[src/rtl/acq_pkg.sv]
// Shared types and defaults for the acquisition RAM writer.
// The ACQ_WAIT_INDEX_EN macro adds the ARMED state (wait for first index before capture).
package acq_pkg;

    localparam int ADDR_W_DEF    = 19;
    localparam int IDX_CNT_W_DEF = 8;

    // Marker byte the disc reader emits on counter overflow; low 7 bits are zero.
    localparam logic [7:0] OVERFLOW_MARKER = 8'h80;

    typedef enum logic [2:0] {
        ST_IDLE     = 3'd0,
`ifdef ACQ_WAIT_INDEX_EN
        ST_ARMED    = 3'd1,
`endif
        ST_RUNNING  = 3'd2,
        ST_STOPPING = 3'd3,
        ST_DONE     = 3'd4
    } acq_state_t;

    typedef enum logic [1:0] {
        ENG_IDLE    = 2'd0,
        ENG_STROBE  = 2'd1,
        ENG_RECOVER = 2'd2
    } eng_state_t;

endpackage

[src/rtl/sram_write_port.sv]
// Two-cycle async SRAM write engine (STROBE, RECOVER) with a one-entry pending slot.
module sram_write_port
    import acq_pkg::*;
#(
    parameter int ADDR_W = ADDR_W_DEF
) (
    input  logic              CLOCK,
    input  logic              RESET,
    input  logic              accept_en,
    input  logic              full,
    input  logic [ADDR_W-1:0] next_addr,
    input  logic [7:0]        wr_data,
    input  logic              wr_strobe,
    output logic [ADDR_W-1:0] sram_a,
    output logic [7:0]        sram_d,
    output logic              sram_we_n,
    output logic              busy,
    output logic              slot_full,
    output logic              last_addr_written,
    output logic              recover_done,
    output logic              overrun_set
);

    eng_state_t        eng, eng_nxt;
    logic [7:0]        slot_data;
    logic              wr, engine_free, discard;
    logic              issue_slot, issue_direct, store_slot, issue;
    logic [ADDR_W-1:0] issue_addr;

    // NOTE: every signal written here gets a default first, so no latch can be inferred.
    always_comb begin
        busy              = (eng != ENG_IDLE);
        recover_done      = (eng == ENG_RECOVER);
        last_addr_written = recover_done && (sram_a == '1);
        wr                = wr_strobe && accept_en;
        // The end of RECOVER is also a free issue slot, sustaining one byte per two cycles.
        engine_free       = (eng != ENG_STROBE);
        discard           = full || last_addr_written;
        issue_addr        = recover_done ? sram_a + 1'b1 : next_addr;
        issue_slot        = engine_free && slot_full && !discard;
        issue_direct      = engine_free && !slot_full && wr && !discard;
        store_slot        = !engine_free && !slot_full && wr && !discard;
        overrun_set       = wr && slot_full && !discard;
        issue             = issue_slot || issue_direct;
        eng_nxt           = ENG_IDLE;
        if (issue)
            eng_nxt = ENG_STROBE;
        else if (eng == ENG_STROBE)
            eng_nxt = ENG_RECOVER;
    end

    // NOTE: sequential state uses non-blocking assignments only, so all flops update together.
    always_ff @(posedge CLOCK) begin
        if (RESET) begin
            eng       <= ENG_IDLE;
            slot_full <= 1'b0;
            sram_a    <= '0;
            sram_d    <= '0;
            sram_we_n <= 1'b1;
        end else begin
            eng       <= eng_nxt;
            sram_we_n <= !issue;
            slot_full <= store_slot || (slot_full && !issue_slot && !discard);
            if (issue) begin
                sram_a <= issue_addr;
                sram_d <= issue_slot ? slot_data : wr_data;
            end
        end
    end

    // NOTE: the slot payload is not reset; slot_full alone says whether it is meaningful.
    always_ff @(posedge CLOCK) begin
        if (store_slot)
            slot_data <= wr_data;
    end

endmodule

[src/rtl/acq_ram_writer.sv]
// Acquisition buffer writer: captures disc-reader timing bytes into SRAM until index/full/abort.
// Optional ACQ_WAIT_INDEX_EN: START arms and capture begins on the first index rising edge.
module acq_ram_writer
    import acq_pkg::*;
#(
    parameter int ADDR_W    = ADDR_W_DEF,
    parameter int IDX_CNT_W = IDX_CNT_W_DEF
) (
    input  logic                 CLOCK,
    input  logic                 RESET,
    input  logic                 START,
    input  logic                 ABORT,
    input  logic                 ADDR_LOAD,
    input  logic [ADDR_W-1:0]    ADDR_IN,
    input  logic [IDX_CNT_W-1:0] IDX_STOP_COUNT,
    input  logic                 FD_INDEX_IN,
    input  logic [7:0]           DR_DATA,
    input  logic                 DR_WRITE,
    output logic                 RUN,
    output logic [ADDR_W-1:0]    SRAM_A,
    output logic [7:0]           SRAM_D,
    output logic                 SRAM_WE_N,
    output logic                 BUSY,
    output logic                 DONE,
    output logic                 FULL,
    output logic                 OVERRUN,
    output logic [IDX_CNT_W-1:0] IDX_SEEN,
    output logic [ADDR_W-1:0]    ADDR_OUT
);

    acq_state_t           state, state_nxt;
    logic                 idx_prev, idx_rise, idx_stop_hit, idle_or_done, start_ok;
    logic                 accept_en, eng_busy, slot_full, last_addr_written, recover_done, overrun_set;
    logic [IDX_CNT_W-1:0] idx_inc;

    sram_write_port #(.ADDR_W(ADDR_W)) u_port (
        .CLOCK             (CLOCK),
        .RESET             (RESET),
        .accept_en         (accept_en),
        .full              (FULL),
        .next_addr         (ADDR_OUT),
        .wr_data           (DR_DATA),
        .wr_strobe         (DR_WRITE),
        .sram_a            (SRAM_A),
        .sram_d            (SRAM_D),
        .sram_we_n         (SRAM_WE_N),
        .busy              (eng_busy),
        .slot_full         (slot_full),
        .last_addr_written (last_addr_written),
        .recover_done      (recover_done),
        .overrun_set       (overrun_set)
    );

    always_comb begin
        idle_or_done = (state == ST_IDLE) || (state == ST_DONE);
        start_ok     = START && idle_or_done;
        accept_en    = (state == ST_RUNNING) || (state == ST_STOPPING);
        idx_rise     = FD_INDEX_IN && !idx_prev;
        idx_inc      = (IDX_SEEN == '1) ? IDX_SEEN : IDX_SEEN + 1'b1;
        idx_stop_hit = idx_rise && (IDX_STOP_COUNT != '0) && (idx_inc == IDX_STOP_COUNT);
        BUSY         = !idle_or_done;
        DONE         = (state == ST_DONE);

        state_nxt = state;
        case (state)
            ST_IDLE, ST_DONE: begin
`ifdef ACQ_WAIT_INDEX_EN
                if (START) state_nxt = ST_ARMED;
`else
                if (START) state_nxt = ST_RUNNING;
`endif
            end
`ifdef ACQ_WAIT_INDEX_EN
            ST_ARMED: begin
                if (ABORT)         state_nxt = ST_DONE;
                else if (idx_rise) state_nxt = ST_RUNNING;
            end
`endif
            ST_RUNNING: begin
                if (ABORT || FULL || last_addr_written || idx_stop_hit)
                    state_nxt = ST_STOPPING;
            end
            ST_STOPPING: begin
                if (!eng_busy && !slot_full && !DR_WRITE)
                    state_nxt = ST_DONE;
            end
            default: state_nxt = ST_IDLE;
        endcase
    end

    always_ff @(posedge CLOCK) begin
        if (RESET) begin
            state    <= ST_IDLE;
            RUN      <= 1'b0;
            idx_prev <= 1'b0;
            FULL     <= 1'b0;
            OVERRUN  <= 1'b0;
            IDX_SEEN <= '0;
            ADDR_OUT <= '0;
        end else begin
            state    <= state_nxt;
            RUN      <= (state_nxt == ST_RUNNING);
            idx_prev <= FD_INDEX_IN;

            if (start_ok)               FULL <= 1'b0;
            else if (last_addr_written) FULL <= 1'b1;

            if (start_ok)         OVERRUN <= 1'b0;
            else if (overrun_set) OVERRUN <= 1'b1;

            if (start_ok)
                IDX_SEEN <= '0;
            else if (state == ST_RUNNING && idx_rise)
                IDX_SEEN <= idx_inc;

            // The top address is never passed: the last slot stays the final write address.
            if (ADDR_LOAD && idle_or_done)
                ADDR_OUT <= ADDR_IN;
            else if (recover_done && !last_addr_written)
                ADDR_OUT <= ADDR_OUT + 1'b1;
        end
    end

endmodule

[config.mk]
export PLATFORM = sky130hd
export DESIGN_NAME = acq_ram_writer
export DESIGN_NICKNAME = d
export VERILOG_FILES = /design/src/rtl/acq_pkg.sv /design/src/rtl/sram_write_port.sv /design/src/rtl/acq_ram_writer.sv
export SDC_FILE = /design/constraint.sdc
export NUM_CORES = 1
export LEC_CHECK = 0
export ABC_CLOCK_PERIOD_IN_PS = 5500
export CORE_MARGIN = 5
export CORE_UTILIZATION = 55
export CTS_BUF_LIST = sky130_fd_sc_hd__clkbuf_8
export DETAILED_ROUTE_END_ITERATION = 8
export GPL_TIMING_DRIVEN = 1
export PLACE_DENSITY = 0.86
export SYNTH_ARGS = -nofsm -noshare
export SYNTH_HDL_FRONTEND = slang
export SYNTH_SLANG_ARGS = --single-unit
[constraint.sdc]
create_clock -name CLOCK -period 5.5 [get_ports CLOCK]
set_input_delay 1.1 -clock CLOCK [delete_from_list [all_inputs] [get_ports CLOCK]]
set_output_delay 1.1 -clock CLOCK [all_outputs]
set_load 0.1 [all_outputs]
==> metrics, run 1 <==
Worst R2R End u_port.sram_d[5]; minimum clock period 3.359 ns; GRT overflow 0; buffer count from post-CTS setup fixing 0; Worst Path Required 4.40 ns; crit-path cells nor2_1, and2_1, clkdlybuf4s50_1; DP Worst Slack 1.891 ns; port bufs 101; # setup viols final 0; RSZ-0062 raised after global routing no; Die W 95.02 um; Sw Ratio 38.23%; Arrival @ worst endpoint 2.26 ns; initial antenna violation count 0; max-slew violation count 0; Hold Crit Endpoint OVERRUN; hold crit path type flip-flop to flip-flop; setup tns final 0 ns; Clock Skew 0.008751 ns; Main synth FF type dfxtp_1; post-CTS sizing 0; Synth Register Bits 73; WL/cell 16.60 um; largest net degree at the start of global routing 56; Worst-Margin Slew 1.134 ns; Synth Area per Inst 8.281 um^2; layout cell share with drive strength beyond 1 5.975%; TritonCTS buffer count 9; Largest stage delay, worst path 1.14 ns; clock-pin transition on the worst setup and hold timing paths 0.09 ns; Leakage 1.695 nW; Core ar. 0.007137 mm^2; Peak VDD IR 0.0001476 V; Max-Cap Viols 0; Hold Crit Depth 2; Final Hold Vio Count 0; die area 0.009028 mm^2; Setup WS post-layout 2.141 ns; leading cell types in the layout, fill and taps excluded clkdlybuf4s50_1 (100), nor2_1 (67), dfxtp_1 (65); status completed; Worst setup EP type output pin; Initial Utilization 55.70%; hold path start OVERRUN; sequential share of power 44.1%; Post-synth EDFFs 8; Synth Instances 480; register area share after synthesis 38.78%; mapped cell area 0.003975 mm^2; kind of critical path flip-flop to output pin; I/O pins 102; Via Count 4107; Int Pwr 0.0008404 W; most common cell after layout, fill and taps aside clkdlybuf4s50_1; post-synthesis cell type count 59; antenna cells 0; Hold-fix buffers, CTS 0; Layout area overhead 30.47%; DRT antenna net count 0; Die H 95.02 um; DR vias/cell 6.148; FFs w/ async S/R, synth 0%; FF-to-FF path depth 6; H-tree levels 3; dpl hpwl 7757 um; DRC violations left 0; Rel. slew slack 24.37%; routability cong. 0.9343; yosys warns 0; Fmax 0.2977 GHz; combinational power share 26.3%; GRT Total Usage 24.53%; slowest CP cell clkdlybuf4s50_1; Clock Tree Root clkbuf_8; Crit Path Max Fanout 4; first-pass GRT wire length 17600 um; syn nets 525; CTS tree built; row count 31; Nets 609; clock power share 29.6%; Cell Pwr Density 262.3 mW/mm^2; vias in the first global route 3676; DRT Wirelength 11090 um; Initial DRC Count 253; period utilization 61.08%; total net switching power 0.0005201 W; Reg2Reg Setup Slack 2.35 ns; # clock sinks 73; Clk Latency, worst-skew pair 0.36 ns; Max clock buf depth 2; Critical Path Start Type flip-flop; Pre-antenna DRT Iters 5; Reg-to-Reg Start u_port.sram_a[0]
power by group through the flow:
stage / clock network, W / logic (W) / registers, W
floorplan: 0 / 0.0000978 / 0.000764
global placement: 0 / 0.000352 / 0.000611
detailed placement: 0 / 0.000357 / 0.000612
CTS: 0.000407 / 0.000359 / 0.000599
global route: 0.000435 / 0.000377 / 0.000604
finish: 0.000403 / 0.000358 / 0.000600
state kept, by name, indices dropped and copies added (netlist names), 2 cells and up:
| name | cells |
|---|---|
| u_port.sram_a | 19 |
| u_port.eng | 2 |
| IDX_SEEN | 8 |
| u_port.sram_d | 8 |
| ADDR_OUT | 19 |
| state | 3 |
| u_port.slot_data | 8 |
worst max path at each step:
stage / startpoint / to / slack (ns) / cells past startpoint
global route: state[1] / DONE / 2.04 / 3
detailed placement: DR_WRITE / u_port.sram_d[2] / 1.89 / 7
floorplan: IDX_SEEN[1] / state[0] / 2.82 / 7
CTS: state[1] / DONE / 2.13 / 3
global placement: DR_WRITE / u_port.sram_d[4] / 2.05 / 7
finish: state[1] / DONE / 2.14 / 3
routing by layer:
metal | GRT usage [%] | vias up | part of all wire, % | wire length [um]
li1 | - | 1954 | - | -
met1 | 30.96 | 1935 | 42 | 4611
met2 | 40.46 | 190 | 48 | 5273
met3 | 5.130 | 28 | 8.0 | 891
met4 | 10.82 | 0 | 2.8 | 313
met5 | 0 | - | 0 | 0
worst max-delay path: cells and delay by family (launching register included):
| family | cells | cell delay, ns |
|---|---|---|
| and+or+nand+nor | 2 | 0.41 |
| buffers and inverters | 1 | 1.14 |
| DFF | 1 | 0.34 |
metrics by stage:
step	instances	instance area, um^2	utilization, %	power (W)	hold slack (ns)
after floorplan	480	3975	-	0.0008618	0.5076
after global placement	652	5001	70.07	0.0009628	0.4804
after detailed placement	652	5001	70.07	0.0009688	0.4699
after CTS	668	5186	72.67	0.001365	0.4984
after global routing	668	5186	72.67	0.001415	0.5108
final	668	5186	72.67	0.001361	0.4946
logic make-up (layout without fill, tap and decap cells):
kind of cell	after synthesis	after routing	synth area share (%)
AND/OR/NAND/NOR	210	210	26.79
AO/OA/AOI/OAI	126	126	22.69
flip-flops	73	73	38.78
buffers and inverters	39	128	4.092
XOR/XNOR	19	19	4.186
multiplexers	10	10	2.518
adder cells (fa/ha/maj)	3	3	0.9444
area by class of cell:
| class | instances | area [um^2] |
|---|---|---|
| multi-input combinational | 368 | 2277 |
| fill | 575 | 1951 |
| sequential | 73 | 1541 |
| timing repair buffer | 104 | 1028 |
| clock buffer | 9 | 123.9 |
| tap | 99 | 123.9 |
| clock inverter | 7 | 61.31 |
| inverter | 8 | 30.03 |
cell usage after synthesis, types with 9 or more instances:
master	number	share of area, %
a211oi_1	23	4.3
a21oi_1	20	2.5
a22oi_1	12	2.3
clkbuf_1	24	2.3
dfxtp_1	65	33
mux2i_1	10	2.5
nand2_1	43	4.1
nand2b_1	10	1.6
nand3_1	18	2.3
nand4_1	12	1.9
nor2_1	67	6.3
nor3_1	10	1.3
o21ai_0	20	2.5
o31ai_1	9	1.7
xor2_1	11	2.4
No activity file was read; power rests on OpenSTA's default activity.
==> run 2: changes to the inputs <==
--- a/config.mk
+++ b/config.mk
@@ -5,13 +5,13 @@
 export SDC_FILE = /design/constraint.sdc
 export NUM_CORES = 1
 export LEC_CHECK = 0
-export ABC_CLOCK_PERIOD_IN_PS = 5500
+export ABC_CLOCK_PERIOD_IN_PS = 2700
 export CORE_MARGIN = 5
-export CORE_UTILIZATION = 55
+export CORE_UTILIZATION = 46
 export CTS_BUF_LIST = sky130_fd_sc_hd__clkbuf_8
 export DETAILED_ROUTE_END_ITERATION = 8
 export GPL_TIMING_DRIVEN = 1
-export PLACE_DENSITY = 0.86
+export PLACE_DENSITY = 0.77
 export SYNTH_ARGS = -nofsm -noshare
 export SYNTH_HDL_FRONTEND = slang
 export SYNTH_SLANG_ARGS = --single-unit
==> constraint.sdc (replaced) <==
create_clock -name CLOCK -period 2.7 [get_ports CLOCK]
set_input_delay 0.54 -clock CLOCK [delete_from_list [all_inputs] [get_ports CLOCK]]
set_output_delay 0.54 -clock CLOCK [all_outputs]
set_load 0.1 [all_outputs]
==> metrics, run 2 (synthesis results as in run 1) <==
buffer count from post-CTS setup fixing 0; Int Pwr 0.001776 W; Hold-fix buffers, CTS 0; Via Count 3924; Worst Path Required 2.96 ns; total net switching power 0.001013 W; TritonCTS buffer count 9; CP Capture Point state[0]; DRT antenna net count 0; Max clock buf depth 2; Worst-Margin Slew 0.8673 ns; routability cong. 0.8704; Sw Ratio 36.34%; hold crit path type flip-flop to flip-flop; antenna cells 0; first-pass GRT wire length 17940 um; Final Hold Vio Count 0; period utilization 93.14%; Tot Pwr 0.002789 W; GRT Total Usage 21.08%; DRC violations left 0; Die H 103.0 um; Initial DRC Count 174; Clock Skew 0.009285 ns; sequential share of power 43.7%; Rel. slew slack 41.65%; Clk Latency, worst-skew pair 0.34 ns; Fmax 0.3977 GHz; port bufs 101; # clock sinks 73; initial antenna violation count 0; dpl hpwl 8018 um; Reg-to-Reg Start IDX_SEEN[0]; row count 34; Reg2Reg Setup Slack 0.19 ns; Peak VDD IR 0.0003735 V; largest registers ADDR_OUT (19), u_port.sram_a (19); fin util 59.94%; setup tns final 0 ns; GRT overflow 0; Critical Path Start Type flip-flop; I/O pins 102; Pre-antenna DRT Iters 5; CTS tree built; Max-Cap Viols 0; minimum clock period 2.515 ns; layout cell share with drive strength beyond 1 17.82%; Die W 103.0 um; Leakage 1.866 nW; Worst R2R End state[0]; clock power share 30.4%; Crit Path Max Fanout 11; most common cell after layout, fill and taps aside buf_4; Initial Utilization 46.49%; # setup viols final 0; Nets 618; FILL cells 807; Core ar. 0.008551 mm^2; Layout area overhead 28.93%; WL/cell 16.25 um; Worst setup EP type flip-flop; DRT Wirelength 11150 um; Clock Tree Root clkbuf_8; FF-to-FF path depth 7; Cell Pwr Density 544.2 mW/mm^2; kind of critical path flip-flop to flip-flop; vias in the first global route 3752; DR vias/cell 5.720; die area 0.01060 mm^2; RSZ-0062 raised after global routing no; H-tree levels 3; post-CTS sizing 0; leading cell types in the layout, fill and taps excluded buf_4 (72), nor2_1 (67), dfxtp_1 (65); combinational power share 25.9%; max-slew violation count 0; Hold Crit Depth 2; CP Launch Point IDX_SEEN[0]; clock-pin transition on the worst setup and hold timing paths 0.08 ns; status completed; largest net degree at the start of global routing 49; Arrival @ worst endpoint 2.78 ns
## run 2: power groups by stage
stage	logic, W	registers [W]	clock network (W)
after detailed placement	0.000722	0.00124	0
after floorplan	0.000199	0.00156	0
after global placement	0.000713	0.00124	0
after CTS	0.000724	0.00122	0.000869
final	0.000722	0.00122	0.000847
after global routing	0.000763	0.00123	0.000912
## run 2: worst max-delay path, cell delays in order, from the launching register on
cell,delay (ns)
dfxtp_1,0.51
ha_1,0.43
nand3_1,0.32
a2111oi_2,0.41
nor2_1,0.08
nor4_1,0.27
nand4_1,0.18
a221oi_2,0.24
## run 2: how the worst min path moves through the flow
stage               slack, ns              from               end
global placement         0.48           OVERRUN           OVERRUN
CTS                      0.50           OVERRUN           OVERRUN
detailed placement       0.48           OVERRUN           OVERRUN
floorplan                0.51          state[2]          state[2]
finish                   0.49           OVERRUN           OVERRUN
global route             0.52  u_port.sram_d[3]  u_port.sram_d[3]
## run 2: layout make-up
cell class / instances / area [um^2] / area share, %
multi-input cells: 368 / 2277 / 44.43
flip-flops and latches: 73 / 1541 / 30.08
repair buffers: 113 / 945.9 / 18.46
well taps: 108 / 135.1 / 2.637
clock buffers: 9 / 123.9 / 2.417
clock inverters: 7 / 71.32 / 1.392
inverters: 8 / 30.03 / 0.5859
## run 2: layer usage
layer | GRT usage [%] | vias to the layer above | part of all wire (%)
met3 | 4.263 | 8 | 6.8
met1 | 27.50 | 1823 | 44
met5 | 0 | - | 0
li1 | - | 1970 | -
met2 | 34.78 | 123 | 48
met4 | 7.271 | 0 | 0.72
## run 2: per-stage QoR
step | hold WS (ns) | worst slack [ns] | std cells | area (um^2)
finish | 0.4917 | 0.1853 | 686 | 5125
global route | 0.5209 | 0.01049 | 686 | 5125
detailed placement | 0.4782 | 0.1567 | 670 | 4930
CTS | 0.5006 | 0.1888 | 686 | 5125
global placement | 0.4766 | 0.1980 | 670 | 4930
floorplan | 0.5076 | 0.01875 | 480 | 3975
==> run 3: changes to the inputs <==
--- a/config.mk
+++ b/config.mk
@@ -6,7 +6,6 @@
 export NUM_CORES = 1
 export LEC_CHECK = 0
 export ABC_CLOCK_PERIOD_IN_PS = 2700
-export CORE_MARGIN = 5
 export CORE_UTILIZATION = 46
 export CTS_BUF_LIST = sky130_fd_sc_hd__clkbuf_8
 export DETAILED_ROUTE_END_ITERATION = 8
==> metrics, run 3 (synthesis results as in run 1) <==
largest registers ADDR_OUT (19), u_port.sram_a (19); antenna cells 0; Die H 94.96 um; CTS tree built; post-CTS sizing 0; Initial DRC Count 301; I/O pins 102; Leakage 1.889 nW; DR vias/cell 5.928; FF-to-FF path depth 7; hold crit path type flip-flop to flip-flop; Via Count 4055; most common cell after layout, fill and taps aside buf_4; first-pass GRT wire length 17960 um; layout cell share with drive strength beyond 1 17.79%; Rel. slew slack 47.66%; DP Worst Slack 0.1501 ns; Nets 619; Clk Latency, worst-skew pair 0.35 ns; Tot Pwr 0.002987 W; Peak VDD IR 0.0004121 V; H-tree levels 3; minimum clock period 2.331 ns; Hold Crit Depth 2; Worst setup EP type flip-flop; row count 33; GRT Total Usage 25.56%; Core ar. 0.008299 mm^2; Pre-antenna DRT Iters 5; dpl cells 668; period utilization 86.32%; Max clock buf depth 2; initial antenna violation count 0; largest net degree at the start of global routing 49; Fmax 0.4290 GHz; DRT antenna net count 0; routability cong. 0.8638; DRT Wirelength 10880 um; TritonCTS buffer count 9; design area 0.005176 mm^2; placed cell areas 0.004933 mm^2; dpl hpwl 7572 um; WL/cell 15.90 um; status completed; Max-Cap Viols 0; Crit Path Max Fanout 12; Hold-fix buffers, CTS 0; Arrival @ worst endpoint 2.58 ns; Cell Pwr Density 577.0 mW/mm^2; Initial Utilization 47.90%; GRT overflow 0; Final Hold Vio Count 0; RSZ-0062 raised after global routing no; Layout area overhead 30.22%; Worst-Margin Slew 0.7779 ns; # clock sinks 73; die area 0.009017 mm^2; kind of critical path flip-flop to flip-flop; DRC violations left 0; vias in the first global route 3787; # setup viols final 0; Clock Skew 0.01080 ns; Clock Tree Root clkbuf_8; Worst Path Required 2.95 ns; Final Non-Filler Cells 684; clock-pin transition on the worst setup and hold timing paths 0.08 ns; Die W 94.96 um; leading cell types in the layout, fill and taps excluded buf_4 (73), nor2_1 (67), dfxtp_1 (65); max-slew violation count 0; Setup WS post-layout 0.3692 ns; port bufs 101; buffer count from post-CTS setup fixing 0; Critical Path Start Type flip-flop; setup tns final 0 ns
==> run 3: path summary, 6_finish.rpt <==
path                          from     endpoint  slack, ns
setup / recovery  u_port.sram_a[0]  ADDR_OUT[7]       0.37
hold / removal             OVERRUN      OVERRUN       0.49
setup reg to reg  u_port.sram_a[0]  ADDR_OUT[7]       0.37
hold reg to reg            OVERRUN      OVERRUN       0.49
==> run 3: worst max-delay path, stage by stage, from the launching register on <==
cell and delay (ns):
dfxtp_1 0.36, ha_1 0.23, nand3_1 0.20, nor3_2 0.08, buf_4 0.19, a311o_1 0.52
or3_1 0.36, a311oi_1 0.29
==> run 3: final cells by class <==
class                      instances  area (um^2)
clock buffer                       9        123.9
clock inverter                     7        118.9
fill                             729         3123
inverter                           8        30.03
multi-input combinational        368         2277
sequential                        73         1541
tap                              105        131.4
timing repair buffer             114        953.4
==> run 3: routing by layer <==
metal	track usage [%]	up-vias	wire, um
met3	5.475	18	710
met4	9.217	0	216
met1	32.62	1903	4676
met2	42.33	165	5272
li1	-	1969	-
met5	0	-	0
==> run 3: report_power, final <==
part           leakage, nW  total (W)  internal [W]  switching [W]
sequential           0.603    0.00122       0.00115      0.0000725
clock                0.121    0.00105      0.000615       0.000431
combinational         1.17   0.000722      0.000203       0.000518
total                 1.89    0.00299       0.00197        0.00102
==> run 3: per-stage QoR <==
step	utilization, %	hold WS, ns
floorplan	-	0.5076
global placement	59.45	0.4856
detailed placement	59.45	0.4741
CTS	62.37	0.5007
global route	62.37	0.5283
finish	62.37	0.4927
